$ cat src/rtl/mux3_rr_sched.sv
// mux3_rr_sched
// Round-robin owner of a shared 3:1 datapath mux feeding one valid/ready
// stream. A requester keeps the mux for up to MAX_BURST accepted beats or
// until it drops its request. Every grant is followed by one idle cycle, and
// arbitration is only re-run from idle.
module mux3_rr_sched #(
    parameter int WIDTH     = 8,
    parameter int MAX_BURST = 4   // legal range 1..15
) (
    input  logic             clk,
    input  logic             rst,
    input  logic [2:0]       req,
    input  logic [WIDTH-1:0] in_data0,
    input  logic [WIDTH-1:0] in_data1,
    input  logic [WIDTH-1:0] in_data2,
    output logic [2:0]       gnt,
    output logic [1:0]       sel,
    output logic             out_valid,
    input  logic             out_ready,
    output logic [WIDTH-1:0] out_data,
    output logic             busy
);

    typedef enum logic {
        S_IDLE  = 1'b0,
        S_GRANT = 1'b1
    } state_t;

    // Beat count value at which the next transfer closes the burst.
    localparam logic [3:0] LAST_CNT = 4'(MAX_BURST - 1);

    state_t     r_state;
    logic [1:0] r_sel;
    logic [2:0] r_gnt;
    logic [1:0] r_last;
    logic [3:0] r_cnt;

    logic [1:0]       w_cand0;
    logic [1:0]       w_cand1;
    logic [1:0]       w_cand2;
    logic             w_pick_valid;
    logic [1:0]       w_pick_idx;
    logic             w_owner_req;
    logic [WIDTH-1:0] w_sel_data;
    logic             w_xfer;
    logic             w_last_beat;

    // Successor in the circular order 0 -> 1 -> 2 -> 0.
    function automatic logic [1:0] next_idx(input logic [1:0] i);
        return (i >= 2'd2) ? 2'd0 : i + 2'd1;
    endfunction

    // Search order starts just after the last served requester and ends on it.
    assign w_cand0 = next_idx(r_last);
    assign w_cand1 = next_idx(w_cand0);
    assign w_cand2 = r_last;

    // Pick the first requesting candidate in round-robin order.
    always_comb begin
        // NOTE: every variable gets a default first so no path leaves it unassigned (no latch).
        w_pick_valid = 1'b1;
        w_pick_idx   = w_cand0;
        if (req[w_cand0]) begin
            w_pick_idx = w_cand0;
        end else if (req[w_cand1]) begin
            w_pick_idx = w_cand1;
        end else if (req[w_cand2]) begin
            w_pick_idx = w_cand2;
        end else begin
            w_pick_valid = 1'b0;
        end
    end

    // The 3:1 datapath mux plus the owner's request line, both steered by sel.
    always_comb begin
        w_owner_req = 1'b0;
        w_sel_data  = '0;
        case (r_sel)
            2'd0: begin
                w_owner_req = req[0];
                w_sel_data  = in_data0;
            end
            2'd1: begin
                w_owner_req = req[1];
                w_sel_data  = in_data1;
            end
            2'd2: begin
                w_owner_req = req[2];
                w_sel_data  = in_data2;
            end
            default: begin
                w_owner_req = 1'b0;
                w_sel_data  = '0;
            end
        endcase
    end

    assign out_valid   = (r_state == S_GRANT) && w_owner_req;
    assign out_data    = out_valid ? w_sel_data : '0;
    assign w_xfer      = out_valid && out_ready;
    assign w_last_beat = w_xfer && (r_cnt == LAST_CNT);

    // Arbitration FSM: grant from idle, count beats, release to idle.
    always_ff @(posedge clk) begin
        // NOTE: state registers use non-blocking assignments so all of them update together at the edge.
        if (rst) begin
            r_state <= S_IDLE;
            r_sel   <= 2'd0;
            r_gnt   <= 3'b000;
            r_last  <= 2'd2;
            r_cnt   <= 4'd0;
        end else begin
            case (r_state)
                S_IDLE: begin
                    if (w_pick_valid) begin
                        r_sel   <= w_pick_idx;
                        r_gnt   <= 3'b001 << w_pick_idx;
                        r_cnt   <= 4'd0;
                        r_state <= S_GRANT;
                    end
                end
                S_GRANT: begin
                    // Owner release and burst exhaustion both end the grant;
                    // sel is left pointing at the last owner.
                    if (!w_owner_req || w_last_beat) begin
                        r_state <= S_IDLE;
                        r_last  <= r_sel;
                        r_gnt   <= 3'b000;
                        r_cnt   <= 4'd0;
                    end else if (w_xfer) begin
                        r_cnt <= r_cnt + 4'd1;
                    end
                end
                default: begin
                    r_state <= S_IDLE;
                end
            endcase
        end
    end

    assign gnt  = r_gnt;
    assign sel  = r_sel;
    assign busy = (r_state == S_GRANT);

endmodule

$ cat config.mk
export PLATFORM = sky130hd
export DESIGN_NAME = mux3_rr_sched
export DESIGN_NICKNAME = d
export VERILOG_FILES = /design/src/rtl/mux3_rr_sched.sv
export SDC_FILE = /design/constraint.sdc
export NUM_CORES = 1
export LEC_CHECK = 0
export CAP_MARGIN = 20
export CORE_MARGIN = 5
export CORE_UTILIZATION = 60
export CTS_CLUSTER_SIZE = 20
export DETAILED_ROUTE_END_ITERATION = 8
export DONT_BUFFER_PORTS = 1
export GPL_ROUTABILITY_DRIVEN = 0
export GPL_TIMING_DRIVEN = 0
export HOLD_SLACK_MARGIN = 0.06
export PLACE_DENSITY = 0.76
export SYNTH_ARGS = -nofsm -noshare
export SYNTH_HDL_FRONTEND = slang
export SYNTH_SLANG_ARGS = --single-unit
$ cat constraint.sdc
create_clock -name clk -period 1.7 [get_ports clk]
set_input_delay 0.34 -clock clk [delete_from_list [all_inputs] [get_ports clk]]
set_output_delay 0.34 -clock clk [all_outputs]
set_load 0.005 [all_outputs]
==> results_dict.tcl, run 1 <==
set metrics [dict create \
    status "complete, no violations" \
    synth_top_cell_by_area "dfxtp_1" \
    die_w_um 47.6 \
    diodes 0 \
    postSynthAreaPerCell_um2 8.07 \
    synthFlopType "dfxtp_1" \
    io_buffers 0 \
    ant_nets 0 \
    rsz0062_at_grt "yes" \
    ys_ff_latch 12 \
    start_util_pct 64.3 \
    path_max_fanout 10 \
    clock.fmax_ghz 0.591 \
    h-tree-depth 1 \
    fin_crit_sh_pct 99.6 \
    drt-initial-drc-count 19 \
    viasPerCell 6.06 \
    cts.sinks 12 \
    hpwl_um 1510 \
    layout_commonest_cell "nor2_1" \
    dieArea_um2 2260 \
    holdWs_ns 0.331 \
    netlist_area_um2 847 \
    ir_drop_v 0.000583 \
    async_flop_share_pct 0 \
    r2r_slack_ns 0.15 \
    dp.cells 120 \
    crit_arrival_ns 1.35 \
    synth_area_leaders "dfxtp_1 (28%), mux2i_1 (13%), nor2_1 (12%)" \
    slew_headroom_pct 66.0 \
    worstSetupStartpointType "register" \
    required_ns 1.36 \
    synth_top_area_share_pct 28.4 \
    wl_per_cell_um 17.2 \
    grt_max_degree 11 \
    power.density_nw_per_um2 826 \
    holdPathEnd "busy$_SDFF_PP0_" \
    worst_slew_pin_slew_ns 0.505 \
    globalRoute.totalOverflow 0 \
    hold_violations 0 \
    rows 13 \
    drv_slew 0 \
    min-delay-path-class "input port to register" \
    drc 0 \
    max_cap_violations 0 \
    power_w 0.000861 \
    clk_pin_slew_ns 0.08 \
    cp-end-kind "output pin" \
    drt_pass1_iterations 4 \
    drive_gt1_share_pct 33.0 \
    grtUsageTotal_pct 20.2 \
    cts_tree "yes" \
    setup_ws_ns 0.00682 \
    dp_slack_ns -0.0659 \
    clock-root-buffer "clkbuf_4" \
    yosysUniqueCellTypes 34 \
    via_count 769 \
    clk_latency_ns 0.27 \
    num-fill-cells 86 \
    numCtsBuffers 3 \
    min_path_cells 3 \
    coreArea_um2 1320 \
    chipHeight_um 47.6 \
    final_nets 144 \
    drt-total-wl_um 2190 \
    final_cell_mix "nor2_1 (20), mux2i_1 (10), dfxtp_1 (10)" \
    timing.rr.start "sel[1]$_SDFFE_PP0P_" \
    final_cells 127 \
    area_growth_pct 23.0 \
    ff2ff_path_depth 6 \
    synth_warnings 0 \
    worstSetupPathType "register to output pin" \
    synth_edf_count 0 \
    syn_nets 136 \
    grt_antenna_before_repair 0 \
    synth_cells 105 \
    ios 45 \
    cts_buffer_depth 2 \
    hp-start "req[1]" \
    leakage_nw 0.382 \
    grt_pass1_wl_um 3190 \
    fin_worst_skew_ns 0.00130 \
    synth-seq-area-share_pct 28.4 \
    setup_viol 0 \
    reg2reg_to "r_cnt[1]$_SDFFE_PP0P_" \
    grt_pass1_vias 747 \
    finalCriticalPeriod_ns 1.69 \
]
layout make-up:
class	instances	area, µm²	area share (%)
multi-input cells	84	671	64.3
flip-flops and latches	12	248	23.8
clock buffers	4	36.3	3.48
plain buffers	3	23.8	2.28
repair buffers	3	22.5	2.16
inverters	6	22.5	2.16
well taps	15	18.8	1.80
state kept, by name, summed over array words and instances, names as in the netlist:
register	cells
busy	1
gnt	3
r_cnt	4
r_last	2
sel	2
kinds of logic (layout without fill, tap and decap cells):
logic type	after synthesis	after routing	share of synthesized area (%)
and+or+nand+nor	42	43	23.8
AOI/OAI and AO/OA	27	27	26.3
DFF	12	12	28.4
muxes	11	11	13.0
buffers and inverters	10	16	5.02
xor gates and xnor gates	2	2	2.07
adders and majority gates	1	1	1.48
through the flow:
| step | TNS (ns) | cell area, µm² | utilization (%) |
|---|---|---|---|
| 6_report | 0 | 1040 | 79.1 |
| 5_1_grt | -0.310 | 1040 | 79.1 |
| 3_3_place_gp | 0 | 866 | 65.7 |
| 2_1_floorplan | 0 | 847 | - |
| 4_1_cts | -0.0510 | 978 | 74.3 |
| 3_5_place_dp | -0.484 | 866 | 65.7 |
synthesized netlist by cell type (2+ instances only):
| library cell | n |
|---|---|
| nor2b_1 | 2 |
| o21bai_1 | 2 |
| nor2_1 | 28 |
| mux2i_1 | 11 |
| nand3_1 | 2 |
| a211oi_1 | 2 |
| o22ai_1 | 2 |
| nand2b_1 | 3 |
| dfxtp_1 | 12 |
| clkbuf_1 | 2 |
| xnor2_1 | 2 |
| a21oi_1 | 10 |
| inv_1 | 6 |
per-layer routing:
layer	up-vias	wire length, µm	share of wire (%)	global-route usage, %
met5	-	0	0	0
met3	2	233	11	6.02
met4	0	12	0.55	4.84
met2	40	1020	47	31.6
met1	345	920	42	27.4
li1	382	-	-	-
what timing repair did:
item                                    4_1_cts  5_1_grt
buffers inserted                              3        0
hold buffers                                  0        0
endpoints found under the setup margin        9        9
pin swaps                                     2        7
endpoints found under the hold margin         0        0
gates cloned                                  1        0
resized for setup                            17       18
worst max-delay path: stages (launching register included):
cell     delay, ns
dfxtp_4       0.40
buf_8         0.16
mux2i_1       0.22
nor2_1        0.08
a21oi_2       0.17
nor2_4        0.06
worst max path at each step:
| stage | from | end | cells after the start |
|---|---|---|---|
| 2_1_floorplan | sel[0]$_SDFFE_PP0P_ | out_data[0] | 5 |
| 3_3_place_gp | sel[0]$_SDFFE_PP0P_ | out_data[6] | 5 |
| 3_5_place_dp | sel[0]$_SDFFE_PP0P_ | out_data[6] | 5 |
| 4_1_cts | sel[0]$_SDFFE_PP0P_ | out_data[2] | 5 |
| 5_1_grt | sel[1]$_SDFFE_PP0P_ | out_data[4] | 5 |
| 6_report | sel[1]$_SDFFE_PP0P_ | out_data[4] | 5 |
power breakdown:
| group | total [W] | switching, W | internal [W] |
|---|---|---|---|
| Sequential | 0.000338 | 0.0000333 | 0.000304 |
| Combinational | 0.000296 | 0.000168 | 0.000128 |
| Clock | 0.000227 | 0.0000969 | 0.000130 |
No activity file was read; power rests on OpenSTA's default activity.
==> run 2, diff against run 1 <==
--- a/config.mk
+++ b/config.mk
@@ -15,6 +15,7 @@
 export GPL_TIMING_DRIVEN = 0
 export HOLD_SLACK_MARGIN = 0.06
 export PLACE_DENSITY = 0.76
+export REMOVE_ABC_BUFFERS = 1
 export SYNTH_ARGS = -nofsm -noshare
 export SYNTH_HDL_FRONTEND = slang
 export SYNTH_SLANG_ARGS = --single-unit
==> constraint.sdc (replaced) <==
create_clock -name clk -period 1.7 [get_ports clk]
set_input_delay 0.34 -clock clk [delete_from_list [all_inputs] [get_ports clk]]
set_output_delay 0.34 -clock clk [all_outputs]
set_load 0.01 [all_outputs]
==> run 2 against run 1 <==
Effect of this change:
- the run now ends with negative setup slack left
- utilization up 0.66 points
- sequential share of layout area fell by 0.20 points
- register-to-register slack is essentially flat
- flip-flop and latch count unchanged
- largest power group unchanged
==> results_dict.tcl, run 2 (synthesis results as in run 1) <==
set metrics [dict create \
    numCtsBuffers 3 \
    slowest_delay_ns 0.45 \
    fin_crit_sh_pct 102 \
    start_util_pct 64.3 \
    fin_worst_skew_ns 0.00227 \
    worstSetupStartpointType "register" \
    cts_tree "yes" \
    drt-total-wl_um 2390 \
    drt-initial-drc-count 13 \
    hpwl_um 1380 \
    final_nets 143 \
    wl_per_cell_um 18.9 \
    required_ns 1.36 \
    path_max_fanout 9 \
    cts_hold_buf 0 \
    drc 0 \
    grtUsageTotal_pct 19.3 \
    worst_slew_pin_slew_ns 0.516 \
    dpl_cell_area_um2 846 \
    drt_pass1_iterations 4 \
    coreArea_um2 1320 \
    grt_pass1_vias 643 \
    worstSetupPathType "register to output pin" \
    grt_pass1_wl_um 3080 \
    largest_reg_flops 4 \
    globalRoute.totalOverflow 0 \
    clk_latency_ns 0.27 \
    setup_viol 9 \
    diodes 0 \
    die_w_um 47.6 \
    clk_pin_slew_ns 0.07 \
    layout_commonest_cell "nor2_1" \
    grt_max_degree 10 \
    drv_slew 0 \
    ir_drop_v 0.000745 \
    clock.fmax_ghz 0.574 \
    cp_slowest_cell "dfxtp_4" \
    min-delay-path-class "input port to register" \
    status "complete, but fails checks" \
    grt_antenna_before_repair 0 \
    drive_gt1_share_pct 31.5 \
    max_cap_violations 0 \
    cts.sinks 12 \
    finalCriticalPeriod_ns 1.74 \
    rows 13 \
    ios 45 \
    via_count 785 \
    crit_arrival_ns 1.40 \
    h-tree-depth 1 \
    io_buffers 0 \
    leakage_nw 0.386 \
    rsz0062_at_grt "yes" \
    cts_buffer_depth 2 \
    final_cell_mix "nor2_1 (20), mux2i_1 (10), dfxtp_1 (10)" \
    violations "negative setup slack" \
    clock-root-buffer "clkbuf_4" \
    power.density_nw_per_um2 838 \
    viasPerCell 6.23 \
    slew_headroom_pct 65.3 \
    dieArea_um2 2260 \
    setup_tns_ns -0.131 \
    fin_area_um2 1050 \
    area_growth_pct 24.1 \
    hold_violations 0 \
    ant_nets 0 \
    crit_chain "mux2i_2 -> o2bb2ai_4 -> nand2_8 -> inv_1" \
    chipHeight_um 47.6 \
    power_w 0.000881 \
    cp-end-kind "output pin" \
    setup_ws_ns -0.0420 \
    regMostFlops "r_cnt" \
]
-- run 2: cell count changes in the layout (fill, tap and decap cells not counted), sizes merged --
cell          before  now
clkbuf             6    4
buf                4    5
dlymetal6s2s       0    1
nand2              3    2
-- run 2: final timing paths --
path / startpoint / depth (start not counted) / endpoint / slack, ns
max: sel[1]$_SDFFE_PP0P_ / 4 / out_valid / -0.04
min: rst / 1 / sel[0]$_SDFFE_PP0P_ / 0.12
max reg2reg: sel[1]$_SDFFE_PP0P_ / 6 / r_cnt[1]$_SDFFE_PP0P_ / 0.15
min reg2reg: gnt[0]$_SDFFE_PP0P_ / 2 / gnt[0]$_SDFFE_PP0P_ / 0.51
-- run 2: worst max-delay path, delay by kind of cell (launching register included) --
family	cells	cell delay, ns
AO/OA/AOI/OAI	1	0.11
buffers and inverters	1	0.11
AND/OR/NAND/NOR	1	0.16
multiplexers	1	0.29
flip-flops	1	0.45
-- run 2: power breakdown --
part	switching (W)	internal (W)	total [W]
registers	0.0000433	0.000305	0.000348
clock network	0.0000946	0.000130	0.000225
logic	0.000179	0.000129	0.000308
total	0.000317	0.000564	0.000881
-- run 2: layout make-up --
cell class / instances / area (µm²)
Multi-Input combinational cell: 83 / 674
Sequential cell: 12 / 248
Timing Repair Buffer: 6 / 51.3
Clock buffer: 4 / 36.3
Fill cell: 89 / 267
Inverter: 6 / 22.5
Tap cell: 15 / 18.8
-- run 2: through the flow --
stage,instances,hold slack (ns),worst slack [ns],util (%)
finish,126,0.123,-0.0420,79.8
detailed placement,116,0.416,-0.601,64.2
global route,126,0.104,-0.117,79.8
floorplan,101,0.412,-0.319,-
global placement,116,0.415,-0.580,64.2
CTS,125,0.114,-0.0179,73.1
-- run 2: what timing repair did --
item,CTS,global route
endpoints found under the setup margin,19,9
pin swaps,1,0
setup buffers,5,1
gates resized for setup,20,16
-- run 2: per-layer routing --
layer | wire length (µm) | vias to the layer above | global-route usage, %
li1 | - | 383 | -
met1 | 898 | 355 | 26.4
met2 | 1200 | 43 | 27.8
met3 | 252 | 4 | 9.40
met4 | 37 | 0 | 3.23
met5 | 0 | - | 0
==> run 3, diff against run 2 <==
--- a/config.mk
+++ b/config.mk
@@ -7,14 +7,13 @@
 export LEC_CHECK = 0
 export CAP_MARGIN = 20
 export CORE_MARGIN = 5
-export CORE_UTILIZATION = 60
+export CORE_UTILIZATION = 50
 export CTS_CLUSTER_SIZE = 20
 export DETAILED_ROUTE_END_ITERATION = 8
 export DONT_BUFFER_PORTS = 1
 export GPL_ROUTABILITY_DRIVEN = 0
 export GPL_TIMING_DRIVEN = 0
 export HOLD_SLACK_MARGIN = 0.06
-export PLACE_DENSITY = 0.76
 export REMOVE_ABC_BUFFERS = 1
 export SYNTH_ARGS = -nofsm -noshare
 export SYNTH_HDL_FRONTEND = slang
==> run 3 against run 2 <==
Effect of this change:
- the run still ends with negative setup slack left
- die area up 16%
- clock skew is 0.0012 ns higher
- utilization down 12 points
==> results_dict.tcl, run 3 (synthesis results as in run 1) <==
set metrics [dict create \
    crit_cells 4 \
    reg2reg_to "r_last[1]$_SDFFE_PP1P_" \
    clock.fmax_ghz 0.582 \
    final_nets 144 \
    r2r_slack_ns 0.16 \
    violations "negative setup slack" \
    rows 14 \
    die_w_um 51.2 \
    cts_tree "yes" \
    crit_arrival_ns 1.38 \
    cts_buffer_depth 2 \
    critPathBufInv 0 \
    largest_reg_flops 4 \
    worstSetupPathType "register to output pin" \
    clk_pin_slew_ns 0.07 \
    grt_max_degree 10 \
    leakage_nw 0.386 \
    dieArea_um2 2620 \
    critical_path.top_delay_family "flip-flops" \
    hpwl_um 1420 \
    setup_ws_ns -0.0170 \
    coreArea_um2 1560 \
    numCtsBuffers 3 \
    drt-total-wl_um 2030 \
    holdWs_ns 0.126 \
    ir_drop_v 0.000574 \
    worst_slew_pin_slew_ns 0.510 \
    chipHeight_um 51.2 \
    cp-end-kind "output pin" \
    num-fill-cells 125 \
    max_cap_violations 0 \
    slew_headroom_pct 65.7 \
    clock-root-buffer "clkbuf_4" \
    min-delay-path-class "input port to register" \
    power_w 0.000815 \
    start_util_pct 54.3 \
    worstSetupStartpointType "register" \
    hold_violations 0 \
    h-tree-depth 1 \
    ios 45 \
    drt-initial-drc-count 13 \
    drv_slew 0 \
    crit_chain "mux2i_4 -> o2bb2ai_4 -> nand2_8 -> nor2_4" \
    timing.rr.start "sel[1]$_SDFFE_PP0P_" \
    grt_pass1_wl_um 3210 \
    min_path_cells 1 \
    worstSetupEndpoint "out_data[0]" \
    wl_per_cell_um 16.0 \
    globalRoute.totalOverflow 0 \
    fin_crit_sh_pct 101 \
    power.density_nw_per_um2 770 \
    cts_hold_buf 0 \
    final_cell_mix "nor2_1 (20), mux2i_1 (10), dfxtp_1 (10)" \
    cp_slowest_cell "dfxtp_4" \
    fin_worst_skew_ns 0.00347 \
    cts.sinks 12 \
    path_max_fanout 9 \
    viasPerCell 5.91 \
    ff2ff_path_depth 6 \
    grtUsageTotal_pct 16.1 \
    clk_latency_ns 0.26 \
    drt_pass1_iterations 4 \
    grt_antenna_before_repair 0 \
    grt_pass1_vias 717 \
    rsz0062_at_grt "yes" \
    setup_viol 6 \
    required_ns 1.36 \
    critPathLaunch "sel[1]$_SDFFE_PP0P_" \
    io_buffers 0 \
    slowest_delay_ns 0.40 \
    status "complete, but fails checks" \
    layout_commonest_cell "nor2_1" \
    diodes 0 \
    finalCriticalPeriod_ns 1.72 \
    regMostFlops "r_cnt" \
    via_count 750 \
    area_growth_pct 25.0 \
    drc 0 \
    drive_gt1_share_pct 31.5 \
    ant_nets 0 \
]
[run 3: how the worst min path moves through the flow]
stage,from,endpoint
2_1_floorplan,rst,r_last[0]$_SDFFE_PP0P_
3_3_place_gp,rst,r_last[0]$_SDFFE_PP0P_
3_5_place_dp,rst,sel[0]$_SDFFE_PP0P_
4_1_cts,rst,sel[0]$_SDFFE_PP0P_
5_1_grt,rst,sel[0]$_SDFFE_PP0P_
6_report,rst,sel[0]$_SDFFE_PP0P_
[run 3: repair_timing]
action / 4_1_cts / 5_1_grt
endpoints found under the setup margin: 19 / 9
gates resized for setup: 19 / 19
cloned: 0 / 0
pin swaps: 1 / 4
setup buffers: 5 / 2
[run 3: layout make-up]
cell class	instances	area, µm²	area share (%)
clock buffers	3	22.5	2.13
inverters	6	22.5	2.13
multi-input cells	83	683	64.5
flip-flops and latches	12	248	23.4
well taps	16	20.0	1.89
repair buffers	7	62.6	5.91
[run 3: power breakdown]
part	switching, W	internal, W	total (W)	leakage, nW
Sequential	0.0000423	0.000305	0.000347	0.0996
Clock	0.0000847	0.0000818	0.000167	0.0138
Combinational	0.000165	0.000136	0.000301	0.272
Total	0.000292	0.000522	0.000815	0.386
[run 3: metal layers]
layer  GRT usage (%)  part of all wire [%]  up-vias  routed length (µm)
met5               0                     0        -                   0
met4            6.73                   1.0        0                  21
met3            5.23                    11        4                 224
met2            28.3                    48       35                 966
met1            17.6                    40      329                 821
li1                -                     -      382                   -
[run 3: through the flow]
step | util [%] | setup TNS (ns) | instance area, µm² | worst slack [ns] | instances
6_report | 67.9 | -0.0789 | 1060 | -0.0170 | 127
5_1_grt | 67.9 | -0.517 | 1060 | -0.0665 | 127
3_5_place_dp | 54.3 | -8.84 | 847 | -0.690 | 117
4_1_cts | 60.8 | -0.161 | 948 | -0.0232 | 125
3_3_place_gp | 54.3 | -8.40 | 847 | -0.655 | 117
2_1_floorplan | - | -2.91 | 827 | -0.319 | 101
